[src/rtl/ldpc_pkg.sv]
// Shared definitions for the layered QC-LDPC shift scheduler: default geometry,
// FSM state encoding and the null-block convention for the base-matrix mask.
package ldpc_pkg;

  localparam int DATA_W_DEF = 8;
  localparam int D_DEF      = 5;
  localparam int ROWS_DEF   = 4;
  localparam int COLS_DEF   = 8;
  localparam int IT_W_DEF   = 6;

  // A cleared mask bit marks a null (all-zero) circulant block.
  localparam logic NULL_BLK = 1'b0;

  typedef enum logic [2:0] {
    S_IDLE,
    S_ISSUE,
    S_WAIT_ROW,
    S_ITER_END,
    S_DONE
  } state_t;

  function automatic int idx_w(input int n);
    return (n > 1) ? $clog2(n) : 1;
  endfunction

endpackage

[src/rtl/ldpc_next_col.sv]
// Combinational priority find: lowest set mask bit at or above ptr, plus a
// none-found flag. ptr carries one extra bit so "one past the last column" is legal.
module ldpc_next_col #(
  parameter int COLS  = 8,
  parameter int COL_W = 3
) (
  input  logic [COLS-1:0] mask,
  input  logic [COL_W:0]  ptr,
  output logic [COL_W-1:0] idx,
  output logic             none
);

  // Scan downward so the lowest qualifying column is the one left standing.
  always_comb begin
    idx  = '0;
    none = 1'b1;
    for (int i = COLS - 1; i >= 0; i--) begin
      if (mask[i] && ((COL_W + 1)'(i) >= ptr)) begin
        idx  = COL_W'(i);
        none = 1'b0;
      end
    end
  end

endmodule

[src/rtl/ldpc_shift_sched.sv]
// Layered QC-LDPC decode scheduler: walks the non-null blocks of a configurable
// base matrix row by row, issuing (shift, col, row) beats to the cyclic-shift datapath.
module ldpc_shift_sched
  import ldpc_pkg::*;
#(
  parameter int data_w = DATA_W_DEF,
  parameter int D      = D_DEF,
  parameter int ROWS   = ROWS_DEF,
  parameter int COLS   = COLS_DEF,
  parameter int IT_W   = IT_W_DEF
) (
  input  logic                     clk,
  input  logic                     rst,
  input  logic                     cfg_we,
  input  logic [idx_w(ROWS)-1:0]   cfg_row,
  input  logic [idx_w(COLS)-1:0]   cfg_col,
  input  logic [data_w-1:0]        cfg_shift,
  input  logic                     cfg_nz,
  output logic                     cfg_err,
  input  logic                     start,
  input  logic                     abort,
  input  logic [IT_W-1:0]          max_iter,
  output logic                     busy,
  output logic                     issue_valid,
  input  logic                     issue_ready,
  output logic [data_w-1:0]        shift,
  output logic [idx_w(COLS)-1:0]   col_addr,
  output logic [idx_w(ROWS)-1:0]   row_addr,
  output logic                     first_in_row,
  output logic                     last_in_row,
  input  logic                     row_ack,
  input  logic                     syn_ok,
  output logic [IT_W-1:0]          iter_cnt,
  output logic                     done,
  output logic                     converged
);

  localparam int ROW_W = idx_w(ROWS);
  localparam int COL_W = idx_w(COLS);
  localparam logic [data_w-1:0] D_LIM    = data_w'(D);
  localparam logic [ROW_W-1:0]  LAST_ROW = ROW_W'(ROWS - 1);

  state_t             state;
  logic [ROW_W-1:0]   row;
  logic [COL_W:0]     col_ptr;
  logic               first_pend;
  logic [IT_W-1:0]    max_lat;
  logic [COLS-1:0]    mask [ROWS];
  logic [data_w-1:0]  shift_tab [ROWS][COLS];

  logic [COL_W-1:0]   nxt_idx;
  logic [COL_W-1:0]   la_idx;
  logic               nxt_none;
  logic               la_none;
  logic [COL_W:0]     la_ptr;
  logic [IT_W-1:0]    iter_next;

  assign la_ptr    = {1'b0, nxt_idx} + (COL_W + 1)'(1);
  assign iter_next = iter_cnt + IT_W'(1);

  ldpc_next_col #(.COLS(COLS), .COL_W(COL_W)) u_find (
    .mask (mask[row]),
    .ptr  (col_ptr),
    .idx  (nxt_idx),
    .none (nxt_none)
  );

  // Lookahead from the column being issued: its result is both the last_in_row
  // flag and the pointer for the following beat.
  ldpc_next_col #(.COLS(COLS), .COL_W(COL_W)) u_look (
    .mask (mask[row]),
    .ptr  (la_ptr),
    .idx  (la_idx),
    .none (la_none)
  );

  always_ff @(posedge clk or negedge rst) begin
    if (!rst) begin
      state        <= S_IDLE;
      row          <= '0;
      col_ptr      <= '0;
      first_pend   <= 1'b0;
      max_lat      <= '0;
      cfg_err      <= 1'b0;
      busy         <= 1'b0;
      issue_valid  <= 1'b0;
      shift        <= '0;
      col_addr     <= '0;
      row_addr     <= '0;
      first_in_row <= 1'b0;
      last_in_row  <= 1'b0;
      iter_cnt     <= '0;
      done         <= 1'b0;
      converged    <= 1'b0;
      for (int r = 0; r < ROWS; r++) begin
        mask[r] <= {COLS{NULL_BLK}};
        for (int c = 0; c < COLS; c++) shift_tab[r][c] <= '0;
      end
    end else begin
      done    <= 1'b0;
      cfg_err <= 1'b0;
      if (cfg_we) begin
        if (state != S_IDLE || cfg_shift >= D_LIM) begin
          cfg_err <= 1'b1;
        end else begin
          shift_tab[cfg_row][cfg_col] <= cfg_shift;
          mask[cfg_row][cfg_col]      <= cfg_nz;
        end
      end

      if (busy && abort) begin
        state       <= S_IDLE;
        busy        <= 1'b0;
        issue_valid <= 1'b0;
      end else begin
        unique case (state)
          S_IDLE: if (start) begin
            max_lat    <= (max_iter == '0) ? IT_W'(1) : max_iter;
            iter_cnt   <= '0;
            row        <= '0;
            col_ptr    <= '0;
            first_pend <= 1'b1;
            converged  <= 1'b0;
            busy       <= 1'b1;
            state      <= S_ISSUE;
          end
          S_ISSUE: begin
            if (!issue_valid && nxt_none) begin
              // Empty row: move on without issuing or waiting for an ack.
              col_ptr    <= '0;
              first_pend <= 1'b1;
              if (row == LAST_ROW) state <= S_ITER_END;
              else                 row   <= row + ROW_W'(1);
            end else if (issue_valid && issue_ready && last_in_row) begin
              issue_valid <= 1'b0;
              state       <= S_WAIT_ROW;
            end else if (!issue_valid || issue_ready) begin
              issue_valid  <= 1'b1;
              shift        <= shift_tab[row][nxt_idx];
              col_addr     <= nxt_idx;
              row_addr     <= row;
              first_in_row <= first_pend;
              last_in_row  <= la_none;
              first_pend   <= 1'b0;
              col_ptr      <= {1'b0, la_idx};
            end
          end
          S_WAIT_ROW: if (row_ack) begin
            col_ptr    <= '0;
            first_pend <= 1'b1;
            if (row == LAST_ROW) begin
              state <= S_ITER_END;
            end else begin
              row   <= row + ROW_W'(1);
              state <= S_ISSUE;
            end
          end
          S_ITER_END: begin
            iter_cnt <= iter_next;
            if (syn_ok || iter_next == max_lat) begin
              state     <= S_DONE;
              done      <= 1'b1;
              busy      <= 1'b0;
              converged <= syn_ok;
            end else begin
              row        <= '0;
              col_ptr    <= '0;
              first_pend <= 1'b1;
              state      <= S_ISSUE;
            end
          end
          S_DONE:  state <= S_IDLE;
          default: state <= S_IDLE;
        endcase
      end
    end
  end

endmodule

[config.mk]
export PLATFORM = sky130hd
export DESIGN_NAME = ldpc_shift_sched
export DESIGN_NICKNAME = d
export VERILOG_FILES = /design/src/rtl/ldpc_pkg.sv /design/src/rtl/ldpc_next_col.sv /design/src/rtl/ldpc_shift_sched.sv
export SDC_FILE = /design/constraint.sdc
export NUM_CORES = 1
export LEC_CHECK = 0
export CORE_MARGIN = 1
export CORE_UTILIZATION = 60
export DETAILED_ROUTE_END_ITERATION = 10
export DONT_BUFFER_PORTS = 1
export GPL_ROUTABILITY_DRIVEN = 0
export PLACE_DENSITY_LB_ADDON = 0.08
export SETUP_SLACK_MARGIN = 0.3
export SYNTH_ARGS = -nofsm -noshare
export SYNTH_HDL_FRONTEND = slang
export SYNTH_SLANG_ARGS = --single-unit
[constraint.sdc]
create_clock -name clk -period 6.12 [get_ports clk]
set_input_delay 1.53 -clock clk [delete_from_list [all_inputs] [get_ports clk]]
set_output_delay 1.53 -clock clk [all_outputs]
set_load 0.03 [all_outputs]
Yosys cells after proc, flatten, opt, wreduce, memory -nomap -nowiden. Index checks and enable logic that the tools add are counted.

Word-level logic and storage cells: 250. Memory bits (writable): 0. Bits in latches: 0. Bits in read-only memories: 0. Memories: 0. Output and inout bits: 26. Bits in registers: 330.

Reductions and logical operators: 45. $mul: 0. Divide/modulo/power cells: 0. Eq/ne operators: 18. Bitwise gates (word level): 8. Shift-type cells: 0. $add $sub $neg: 3. Multiplexer cells: 99. Order comparisons: 25.

Operators by type and width (count): bitwise mux 256 bit (1); 2-to-1 mux 64 bit (3); binary-select mux 64 bit (select 2 bit) (1); demux 64 bit (select 2 bit) (1); 2-to-1 mux 3 bit (23); 2-to-1 mux 8 bit (6); 2-to-1 mux 1 bit (37); bitwise mux 32 bit (1); >= comparator 3 x 4 -> 1 bit (first input constant) (8); binary-select mux 8 bit (select 3 bit) (1); demux 8 bit (select 3 bit) (1); 2-to-1 mux 4 bit (6); logical AND 1 bit (23); binary-select mux 8 bit (select 2 bit) (1); demux 8 bit (select 2 bit) (1); >= comparator 1 x 4 -> 1 bit (first input constant) (4); >= comparator 2 x 4 -> 1 bit (first input constant) (4); one-hot mux 4 bit (4 select lines) (1); != test 3 bit (second input constant) (5); 2-to-1 mux 2 bit (6); 2-to-1 mux 6 bit (2); != test 2 bit (second input constant) (6); one-hot mux 3 bit (4 select lines) (1); one-hot mux 6 bit (2 select lines) (1); 35 further kinds (54).

Logic depth before layout (Yosys ltp). Gate-level depths: netlist (run 1).

Word-level depth: 28. Depth in mapped cells: 15.

By module. Synthesis (run 1) repeated with hierarchy kept, for this count alone.

Cell total of the unflattened synthesis: 1086. Area, all modules: 14878.0 sq um.

By module, submodules not included: ldpc_shift_sched (cells each 1008, times used 1, sequential area each 8232.9 sq um, area each 14360.0 sq um); ldpc_next_col (cells each 39, times used 2, sequential area each 0.0 sq um, area each 259.0 sq um).

Worst setup path after synthesis (run 1). Ideal clock, no wire load.

Path kind: input to register. Start: in cfg_shift[5]. End: reg mask[24] (netlist name). Setup slack: 2.720 ns. Stages on the path: 7. Arrival time: 3.275 ns. Cells stage by stage: nor4_1 > and4_1 > nand2_1 > or3_1 > clkbuf_1 > nor2_1 > mux2_2.

Cells in the longest elaborated chain, start to end: 4.

Ends and longest elaborated chain: start: declaration (line ldpc_shift_sched.sv:17) `input logic [data_w-1:0] cfg_shift,`; >= comparator 8 x 3 -> 1 bit (line ldpc_shift_sched.sv:103) `if (state != S_IDLE || cfg_shift >= D_LIM) begin`; logical OR 1 bit (line ldpc_shift_sched.sv:103); NOT 1 bit (no source line); AND reduction 2 bit (no source line); end signal: indexed assignment (line ldpc_shift_sched.sv:96) `mask[r] <= {COLS{NULL_BLK}};`; end signal: indexed assignment (line ldpc_shift_sched.sv:107) `mask[cfg_row][cfg_col] <= cfg_nz;`; end: declaration (line ldpc_shift_sched.sv:48) `logic [COLS-1:0] mask [ROWS];`.

No other way between the ends. A chain may end at the register's enable or synchronous reset.

Final worst setup path (run 1).
Start: reg row[0]. End: reg col_ptr[2].

Cells in the longest elaborated chain, start to end: 28. Elaborated cells on any way between the ends: 61. Those cells by class: add/sub (1); order compare (8); eq/ne (2); mux (31); bitwise (1); reduce/logical (18).

Ends and longest elaborated chain: start: declaration (line ldpc_shift_sched.sv:44) `logic [ROW_W-1:0] row;`; start signal: assignment (line ldpc_shift_sched.sv:133) `else row <= row + ROW_W'(1);`; start signal: assignment (line ldpc_shift_sched.sv:154) `row <= row + ROW_W'(1);`; NOT 2 -> 3 bit (not written as such) * (line ldpc_shift_sched.sv:62, ldpc_shift_sched.sv:71); binary-select mux 8 bit (select 2 bit) * (line ldpc_shift_sched.sv:62, ldpc_shift_sched.sv:71); 2-to-1 mux 8 bit (not written as such) * (2 in series) (line ldpc_shift_sched.sv:62, ldpc_shift_sched.sv:71); logical AND 1 bit (line ldpc_next_col.sv:18) `if (mask[i] && ((COL_W + 1)'(i) >= ptr)) begin`; 2-to-1 mux 3 bit (8 in series) (line ldpc_next_col.sv:18); adder 3 x 1 -> 4 bit (line ldpc_shift_sched.sv:58) `assign la_ptr = {1'b0, nxt_idx} + (COL_W + 1)'(1);`; >= comparator 3 x 4 -> 1 bit (line ldpc_next_col.sv:18); logical AND 1 bit (line ldpc_next_col.sv:18); 2-to-1 mux 3 bit (8 in series) (line ldpc_next_col.sv:18); 2-to-1 mux 4 bit (line ldpc_shift_sched.sv:137) `end else if (!issue_valid || issue_ready) begin`; 2-to-1 mux 4 bit (line ldpc_shift_sched.sv:134) `end else if (issue_valid && issue_ready && last_in_row) begin`; 2-to-1 mux 4 bit (line ldpc_shift_sched.sv:128) `if (!issue_valid && nxt_none) begin`; one-hot mux 4 bit (4 select lines) (line ldpc_shift_sched.sv:116) `unique case (state)`; end signal: assignment (line ldpc_shift_sched.sv:145) `col_ptr <= {1'b0, la_idx};`; end: declaration (line ldpc_shift_sched.sv:45) `logic [COL_W:0] col_ptr;`.

Mark *: on every way between the ends. The rest lies on a longest branch, timed or not. The select of a mux whose other input is x is not followed.

==> flow_metrics.py, run 1 <==
metrics = {
    "timing": {
        "drv_slew": 0,
        "period_share_pct": 76.02,
        "worst_pin_slew_ns": 1.142,
        "finClkSkew_ns": 0.02070,
        "rsz0062_at_grt": "no",
        "finalSetupTns_ns": 0,
        "report.final.hold_viol_count": 0,
        "setup_violations": 0,
        "period_minus_slack_ns": 4.653,
        "slew_headroom_pct": 23.88,
        "timing.fmax_mhz": 214.9,
    },
    "global_route": {
        "grt_use_total_pct": 27.43,
        "grt_overflow_total": 0,
        "grt_pass1_vias": 9113,
        "antenna_found_initial": 0,
        "grt_pass1_wl_um": 53210,
        "grt_max_degree": 330,
    },
    "run": {
        "cap_violations": 0,
    },
    "finish": {
        "fin_nets": 1104,
        "syn2layout_area_growth_pct": 9.103,
        "layout_common_cells": "327 x dfrtp_1, 138 x mux2_2, 124 x nor2b_1",
        "drive_gt1_share_pct": 27.05,
        "fin_cells": 1422,
        "insertedDiodeCount": 0,
        "layout_commonest_cell": "dfrtp_1",
    },
    "floorplan": {
        "die_area_um2": 25350,
        "rows": 57,
        "fp.dieW_um": 159.2,
        "io_pins": 54,
        "fp.dieH_um": 159.2,
        "start_util_pct": 61.16,
        "coreArea_um2": 24250,
    },
    "drt": {
        "wl_per_cell_um": 22.89,
        "drtPass1Iterations": 5,
        "ant_nets": 0,
        "met2WireLength_um": 15340,
        "dr_wl_met3_um": 1841,
        "first_iter_violations": 836,
        "route.detailed.drc": 0,
        "vias_per_cell": 6.103,
        "routed-via-count": 8678,
        "wl_met1_um": 14540,
        "top_layer": "met4",
        "drt_wl_total_um": 32550,
    },
    "hold_path": {
        "min_to": "shift_tab[46]",
        "holdCritPathClass": "flip-flop to flip-flop",
        "hp-start": "shift_tab[46]",
        "holdPathStages": 1,
    },
    "logic_synthesis": {
        "netlist_area_um2": 14830,
        "synth_seq_area_share_pct": 55.51,
        "synth_warnings": 0,
        "synthArstFlopShare_pct": 100.0,
        "synth_nets": 1118,
        "postSynthCellCount": 1084,
        "synth_edf_count": 0,
        "yosys_register_bits": 329,
        "synth.distinct_cells": 72,
        "avgSynthCellArea_um2": 13.68,
        "synth-main-ff-cell": "dfrtp_1",
    },
    "pwr": {
        "pwr_density_cell_nw_per_um2": 318.5,
        "ir_worst_vdd_v": 0.0002760,
        "power_leakage_nw": 8.035,
        "p_total_mw": 5.153,
    },
    "setup_path": {
        "timing.rr.end": "col_ptr[2]",
        "crit_path_start_kind": "flip-flop",
        "worstSetupPathType": "flip-flop to flip-flop",
        "critPathCaptureType": "flip-flop",
        "path_max_fanout": 30,
        "cp.required_ns": 6.53,
        "crit_slowest_cell": "dfrtp_4",
        "critPathArrivalTime_ns": 5.06,
        "r2r_setup_slack_ns": 1.47,
        "timing.rr.start": "row[0]",
        "crit_path_cell_trace": "mux4_2, a22o_1, o31a_1, o21ai_2, inv_1, ha_1, nand2b_1, and2_1, nor2_1, a21o_1, a32o_1",
        "max_stage_delay_ns": 0.82,
        "worstRegToRegCells": 11,
    },
    "place": {
        "place_inst": 1356,
        "place_hpwl_um": 20560,
        "port_buffers": 0,
    },
    "run_status": {
        "status": "finished clean",
    },
    "clocking": {
        "cts.hold.buffers_added": 0,
        "cts_tree": "built",
        "post_cts.repair.setup_buffers": 0,
        "clk_latency_ns": 0.53,
        "root_buffer": "clkbuf_16",
        "clk_pin_slew_ns": 0.06,
        "cts_sinks": 329,
        "ctsLongestPathBuffers": 3,
        "cts_buffers": 36,
        "htreeDepth": 2,
        "cts_resized": 0,
    },
}
[worst max-delay path, delay by kind of cell, from the launching register on]
kind	cells	cell delay [ns]
buf+inv	1	0.60
flops	1	0.82
fa+ha+maj	1	0.35
compound gates	5	1.75
simple gates	3	0.33
mux	1	0.66
[cells by family after synthesis]
family / count (synthesis) / share of synthesized area (%)
xor gates and xnor gates: 8 / 0.7678
DFF: 329 / 55.51
and+or+nand+nor: 323 / 12.33
buffers and inverters: 71 / 2.202
AOI/OAI and AO/OA: 108 / 5.206
muxes: 239 / 23.48
adders and majority gates: 6 / 0.5062
[state kept, by name, indices dropped and copies added (netlist names)]
name / count
state: 3
col_addr: 3
row: 2
shift_tab: 256
mask: 32
shift: 8
col_ptr: 3
row_addr: 2
cfg_err: 1
converged: 1
issue_valid: 1
last_in_row: 1
first_pend: 1
max_lat: 6
iter_cnt: 6
first_in_row: 1
busy: 1
done: 1
[per-layer routing]
layer  GRT usage (%)  up-vias
met5               0        -
met2           42.80      228
li1                -     3857
met3           5.210       60
met4           7.736        0
met1           39.88     4533
[synth_stat cells (6+ instances only)]
| cell type | n | area, µm² |
|---|---|---|
| clkbuf_1 | 38 | 142.6 |
| dfrtp_1 | 329 | 8233 |
| nor2_1 | 45 | 168.9 |
| buf_1 | 6 | 22.52 |
| inv_1 | 13 | 48.80 |
| o21ai_0 | 24 | 120.1 |
| buf_2 | 6 | 30.03 |
| and2_1 | 52 | 325.3 |
| mux4_2 | 69 | 1554 |
| ha_1 | 6 | 75.07 |
| mux2i_1 | 25 | 250.2 |
| mux2_2 | 138 | 1554 |
| buf_6 | 6 | 67.56 |
| o21ai_1 | 7 | 35.03 |
| nor2b_1 | 124 | 775.7 |
| a21oi_1 | 15 | 75.07 |
| o211a_1 | 7 | 70.07 |
| nand3_1 | 21 | 105.1 |
| nand2_1 | 34 | 127.6 |
| nand2b_1 | 12 | 75.07 |
| a211o_1 | 7 | 61.31 |
| nor3_1 | 7 | 35.03 |
[worst max-delay path by stage]
stage | cells after the start | to | startpoint
global route | 13 | col_ptr[0] | row[0]
finish | 11 | col_ptr[2] | row[0]
floorplan | 7 | mask[24] | cfg_shift[5]
global placement | 11 | col_ptr[2] | row[0]
CTS | 11 | col_ptr[2] | row[0]
detailed placement | 11 | col_ptr[2] | row[0]
[stage by stage]
step	utilization, %	worst slack [ns]	hold WS (ns)	instance area [µm²]
after detailed placement	61.90	1.531	0.4655	15010
after CTS	66.73	1.512	0.4802	16180
after global placement	61.90	1.619	0.4635	15010
after global routing	66.73	1.189	0.4971	16180
after floorplan	-	2.720	0.4479	14830
final	66.73	1.467	0.4771	16180
[report_power, final]
group | internal (mW) | total (mW) | switching [mW]
clock | 1.25 | 2.12 | 0.866
sequential | 2.24 | 2.45 | 0.203
combinational | 0.296 | 0.588 | 0.292
[final cells by class]
type                            count  area (µm²)
Tap cell                          324       405.4
Fill cell                        1740        8068
Clock buffer                       50        1055
Inverter                           13       48.80
Clock inverter                     16       115.1
Sequential cell                   329        8240
Timing Repair Buffer                6       45.04
Multi-Input combinational cell    684        6271
Power figures use the tool's default switching activity.
==> run 2, diff against run 1 <==
clock period = 4.4 ns   (was 6.12 ns; I/O delays follow)
==> run 2 against run 1 <==
Wire length decreased by 1.5%. Worst setup slack got worse by 0.76 ns. Power increased by 39%. Global-route usage decreased by 0.45 points. Flip-flop and latch count unchanged. Via count decreased by 0.18%. Clock-buffer cell count increased by 4. Clock skew decreased by 0.0020 ns. Maximum frequency increased by 26%. Sequential power increased by 38%. Critical path type unchanged. Critical endpoint unchanged. Highest routed layer unchanged.
==> flow_metrics.py, run 2 (synthesized netlist as in run 1, its figures left out) <==
metrics = {
    "run_status": {
        "status": "finished clean",
    },
    "run": {
        "cap_violations": 0,
    },
    "drt": {
        "wl_per_cell_um": 22.26,
        "drt_wl_total_um": 32080,
        "ant_nets": 0,
        "routed-via-count": 8662,
        "first_iter_violations": 798,
        "vias_per_cell": 6.011,
        "route.detailed.drc": 0,
        "drtPass1Iterations": 5,
    },
    "floorplan": {
        "die_area_um2": 25350,
        "fp.dieH_um": 159.2,
        "start_util_pct": 61.16,
        "io_pins": 54,
        "rows": 57,
        "coreArea_um2": 24250,
        "fp.dieW_um": 159.2,
    },
    "finish": {
        "seq_area_um2": 8240,
        "top_regs": "shift_tab: 256 flops, mask: 32 flops, shift: 8 flops",
        "syn2layout_area_growth_pct": 10.41,
        "fill_cells": 1724,
        "final_core_util_pct": 67.53,
        "fin_nets": 1129,
        "multi_input_area_um2": 6271,
        "drive_gt1_share_pct": 28.11,
        "largest_register_ffs": 256,
        "layout_commonest_cell": "dfrtp_1",
        "fin_cells": 1441,
        "insertedDiodeCount": 0,
        "top_register": "shift_tab",
        "stdcell_area_um2": 16370,
        "layout_common_cells": "327 x dfrtp_1, 138 x mux2_2, 124 x nor2b_1",
    },
    "setup_path": {
        "worstRegToRegCells": 12,
        "worstSetupPathType": "flip-flop to flip-flop",
        "path_max_fanout": 25,
        "crit_path_start_kind": "flip-flop",
        "endpoint": "col_ptr[2]",
        "timing.rr.end": "col_ptr[2]",
        "r2r_setup_slack_ns": 0.70,
        "setup.worst_path.start": "row[0]",
        "critPathArrivalTime_ns": 4.09,
        "cp.required_ns": 4.79,
        "timing.rr.start": "row[0]",
        "critPathCaptureType": "flip-flop",
    },
    "clocking": {
        "cts.hold.buffers_added": 0,
        "clk_pin_slew_ns": 0.06,
        "ctsLongestPathBuffers": 3,
        "root_buffer": "clkbuf_16",
        "clk_latency_ns": 0.51,
        "cts_sinks": 329,
        "htreeDepth": 2,
        "cts_tree": "built",
        "post_cts.repair.setup_buffers": 0,
        "cts_buffers": 35,
        "cts_resized": 0,
    },
    "timing": {
        "finalSetupTns_ns": 0,
        "worst_pin_slew_ns": 0.8072,
        "timing.fmax_mhz": 270.6,
        "report.final.hold_viol_count": 0,
        "rsz0062_at_grt": "no",
        "setup_violations": 0,
        "drv_slew": 0,
        "period_minus_slack_ns": 3.696,
        "slew_headroom_pct": 46.19,
        "finClkSkew_ns": 0.01872,
        "period_share_pct": 83.99,
    },
    "place": {
        "place_hpwl_um": 20440,
        "place_inst": 1382,
        "place_area_um2": 15210,
        "port_buffers": 0,
    },
    "pwr": {
        "ir_worst_vdd_v": 0.0003351,
        "pwr_density_cell_nw_per_um2": 438.2,
        "power_leakage_nw": 8.161,
        "p_total_mw": 7.175,
    },
    "global_route": {
        "grt_pass1_wl_um": 52800,
        "grt_overflow_total": 0,
        "grt_max_degree": 330,
        "grt_use_total_pct": 26.98,
        "antenna_found_initial": 0,
        "grt_pass1_vias": 9073,
    },
    "hold_path": {
        "holdCritPathClass": "input port to asynchronous set/reset pin",
    },
}
-- run 2: per-stage QoR --
step           hold slack (ns)  setup WS (ns)
2_1_floorplan           0.4479          1.278
3_3_place_gp            0.4630         0.7856
3_5_place_dp            0.4655         0.7360
4_1_cts                 0.2767         0.7131
5_1_grt                 0.2775         0.4922
6_report                0.2929         0.7043
-- run 2: critical path, cell delays in order, from the launching register on --
cell and delay (ns):
dfrtp_4 0.75, mux4_2 0.64, a22o_1 0.26, o31a_1 0.25, o21ai_2 0.36, inv_1 0.09
buf_4 0.22, ha_1 0.20, nand2b_1 0.12, and2_1 0.16, nor2_1 0.07, a21o_1 0.18
a32o_1 0.24
-- run 2: cell type report --
class / count / share of cell area [%]
repair buffers: 32 / 1.467
inverters: 13 / 0.2980
clock buffers: 54 / 6.655
clock inverters: 5 / 0.4814
multi-input cells: 684 / 38.30
well taps: 324 / 2.476
flip-flops and latches: 329 / 50.32
-- run 2: worst min path at each step --
stage	startpoint	to	slack, ns	cells after the start
after global placement	shift_tab[15]	shift_tab[15]	0.46	1
after detailed placement	shift_tab[28]	shift_tab[28]	0.47	1
after floorplan	shift_tab[11]	shift_tab[11]	0.45	1
final	rst	shift_tab[181]	0.29	0
after global routing	rst	shift_tab[51]	0.28	0
after CTS	rst	shift_tab[181]	0.28	0
-- run 2: layer usage --
layer | routed length, µm | vias up | track usage (%)
li1 | - | 3896 | -
met1 | 14810 | 4503 | 40.11
met2 | 15030 | 208 | 41.47
met3 | 1566 | 55 | 4.819
met4 | 669 | 0 | 7.430
met5 | 0 | - | 0
-- run 2: power breakdown --
part / switching, mW / internal, mW
registers: 0.272 / 3.12
logic: 0.403 / 0.423
clock network: 1.14 / 1.81
==> run 3, diff against run 2 <==
clock period = 3.55 ns   (was 4.4 ns; I/O delays follow)
==> run 3 against run 2 <==
Sequential power grew 22%. Register-to-register slack lost 0.32 ns. Global-route usage grew 0.38 points. Critical path type unchanged. Largest power group unchanged. Highest routed layer unchanged.
==> flow_metrics.py, run 3 (synthesized netlist as in run 1, its figures left out) <==
metrics = {
    "run_status": {
        "status": "finished clean",
    },
    "place": {
        "place_hpwl_um": 21200,
        "post-place-ws_ns": 0.08021,
        "port_buffers": 0,
        "place_area_um2": 15240,
        "place_inst": 1386,
    },
    "floorplan": {
        "fp.dieW_um": 159.2,
        "die_area_um2": 25350,
        "fp.dieH_um": 159.2,
        "start_util_pct": 61.16,
        "rows": 57,
        "io_pins": 54,
        "coreArea_um2": 24250,
    },
    "global_route": {
        "grt_pass1_vias": 8994,
        "grt_use_total_pct": 27.36,
        "grt_overflow_total": 0,
        "grt_max_degree": 330,
        "antenna_found_initial": 0,
        "grt_pass1_wl_um": 53480,
    },
    "finish": {
        "fin_nets": 1146,
        "fill_cells": 1686,
        "insertedDiodeCount": 0,
        "layout_commonest_cell": "dfrtp_1",
        "largest_register_ffs": 256,
        "stdcell_area_um2": 16670,
        "fin_cells": 1460,
        "top_register": "shift_tab",
        "drive_gt1_share_pct": 30.63,
        "final_core_util_pct": 68.75,
        "layout_common_cells": "327 x dfrtp_1, 138 x mux2_2, 124 x nor2b_1",
        "top_regs": "shift_tab: 256 flops, mask: 32 flops, shift: 8 flops",
        "syn2layout_area_growth_pct": 12.41,
    },
    "timing": {
        "timing.fmax_mhz": 315.7,
        "holdWs_ns": 0.05952,
        "slew_headroom_pct": 50.27,
        "fin_ws_ns": 0.3825,
        "setup_violations": 0,
        "drv_slew": 0,
        "finClkSkew_ns": 0.01269,
        "worst_pin_slew_ns": 0.7432,
        "rsz0062_at_grt": "yes",
        "report.final.hold_viol_count": 0,
        "period_share_pct": 89.23,
        "period_minus_slack_ns": 3.168,
        "finalSetupTns_ns": 0,
    },
    "clocking": {
        "clk_pin_slew_ns": 0.06,
        "htreeDepth": 2,
        "root_buffer": "clkbuf_16",
        "cts.hold.buffers_added": 0,
        "clk_latency_ns": 0.52,
        "cts_tree": "built",
        "cts_buffers": 37,
        "cts_sinks": 329,
        "ctsLongestPathBuffers": 3,
    },
    "pwr": {
        "ir_worst_vdd_v": 0.0004131,
        "p_total_mw": 9.177,
        "power_leakage_nw": 8.278,
        "pwr_density_cell_nw_per_um2": 550.5,
    },
    "drt": {
        "drt_wl_total_um": 33230,
        "drtPass1Iterations": 5,
        "route.detailed.drc": 0,
        "vias_per_cell": 6.079,
        "ant_nets": 0,
        "wl_per_cell_um": 22.76,
        "routed-via-count": 8875,
        "first_iter_violations": 731,
    },
    "hold_path": {
        "holdCritPathClass": "input port to asynchronous set/reset pin",
    },
    "setup_path": {
        "critPathArrivalTime_ns": 3.58,
        "worstSetupPathType": "flip-flop to flip-flop",
        "crit_slowest_cell": "mux4_2",
        "crit_path_cell_trace": "buf_12, mux4_2, a22o_1, o31a_1, o21ai_4, ha_1, nand2b_1, and2_4, nor2_1, a21o_1, a32o_1",
        "max_stage_delay_ns": 0.56,
        "critical-path-top-delay-family": "compound AO/OA/AOI/OAI gates",
        "cp.required_ns": 3.96,
        "crit_path_start_kind": "flip-flop",
        "path_max_fanout": 6,
        "crit_buf_inv": 1,
        "worstRegToRegCells": 11,
        "critPathCaptureType": "flip-flop",
        "cp_num_cells": 11,
    },
    "run": {
        "cap_violations": 0,
    },
}
run 3: area by class of cell:
class | count | area, µm² | share of cell area (%)
well taps | 324 | 405.4 | 2.432
multi-input cells | 684 | 6350 | 38.09
repair buffers | 47 | 390.4 | 2.342
flip-flops and latches | 329 | 8240 | 49.43
inverters | 13 | 48.80 | 0.2927
clock inverters | 9 | 103.9 | 0.6229
clock buffers | 54 | 1132 | 6.792
run 3: per-layer routing:
metal  wire length (µm)  part of all wire, %  GRT usage [%]  vias to the layer above
met5                  0                    0              0                        -
met4                637                  1.9          6.687                        0
met3               1906                  5.7          4.767                       51
met2              15970                   48          43.44                      260
met1              14710                   44          39.85                     4638
li1                   -                    -              -                     3926
run 3: final timing paths:
path,slack (ns),endpoint,startpoint
max in group asynchronous,2.87,shift_tab[223],rst
worst min-delay path,0.06,shift_tab[241],rst
worst max register to register,0.38,col_ptr[2],row[0]
min in group clk,0.48,shift_tab[3],shift_tab[3]
worst max-delay path,0.38,col_ptr[2],row[0]
worst min register to register,0.48,shift_tab[3],shift_tab[3]
run 3: timing repair:
action	4_1_cts	5_1_grt
endpoints found under the hold margin	0	0
pin swaps	1	4
setup endpoints to repair	12	7
setup buffers	5	6
gates resized for setup	6	15
run 3: where the power goes:
| group | internal [mW] | switching (mW) | leakage, nW |
|---|---|---|---|
| sequential | 3.87 | 0.249 | 4.56 |
| combinational | 0.599 | 0.620 | 3.11 |
| clock | 2.35 | 1.49 | 0.607 |
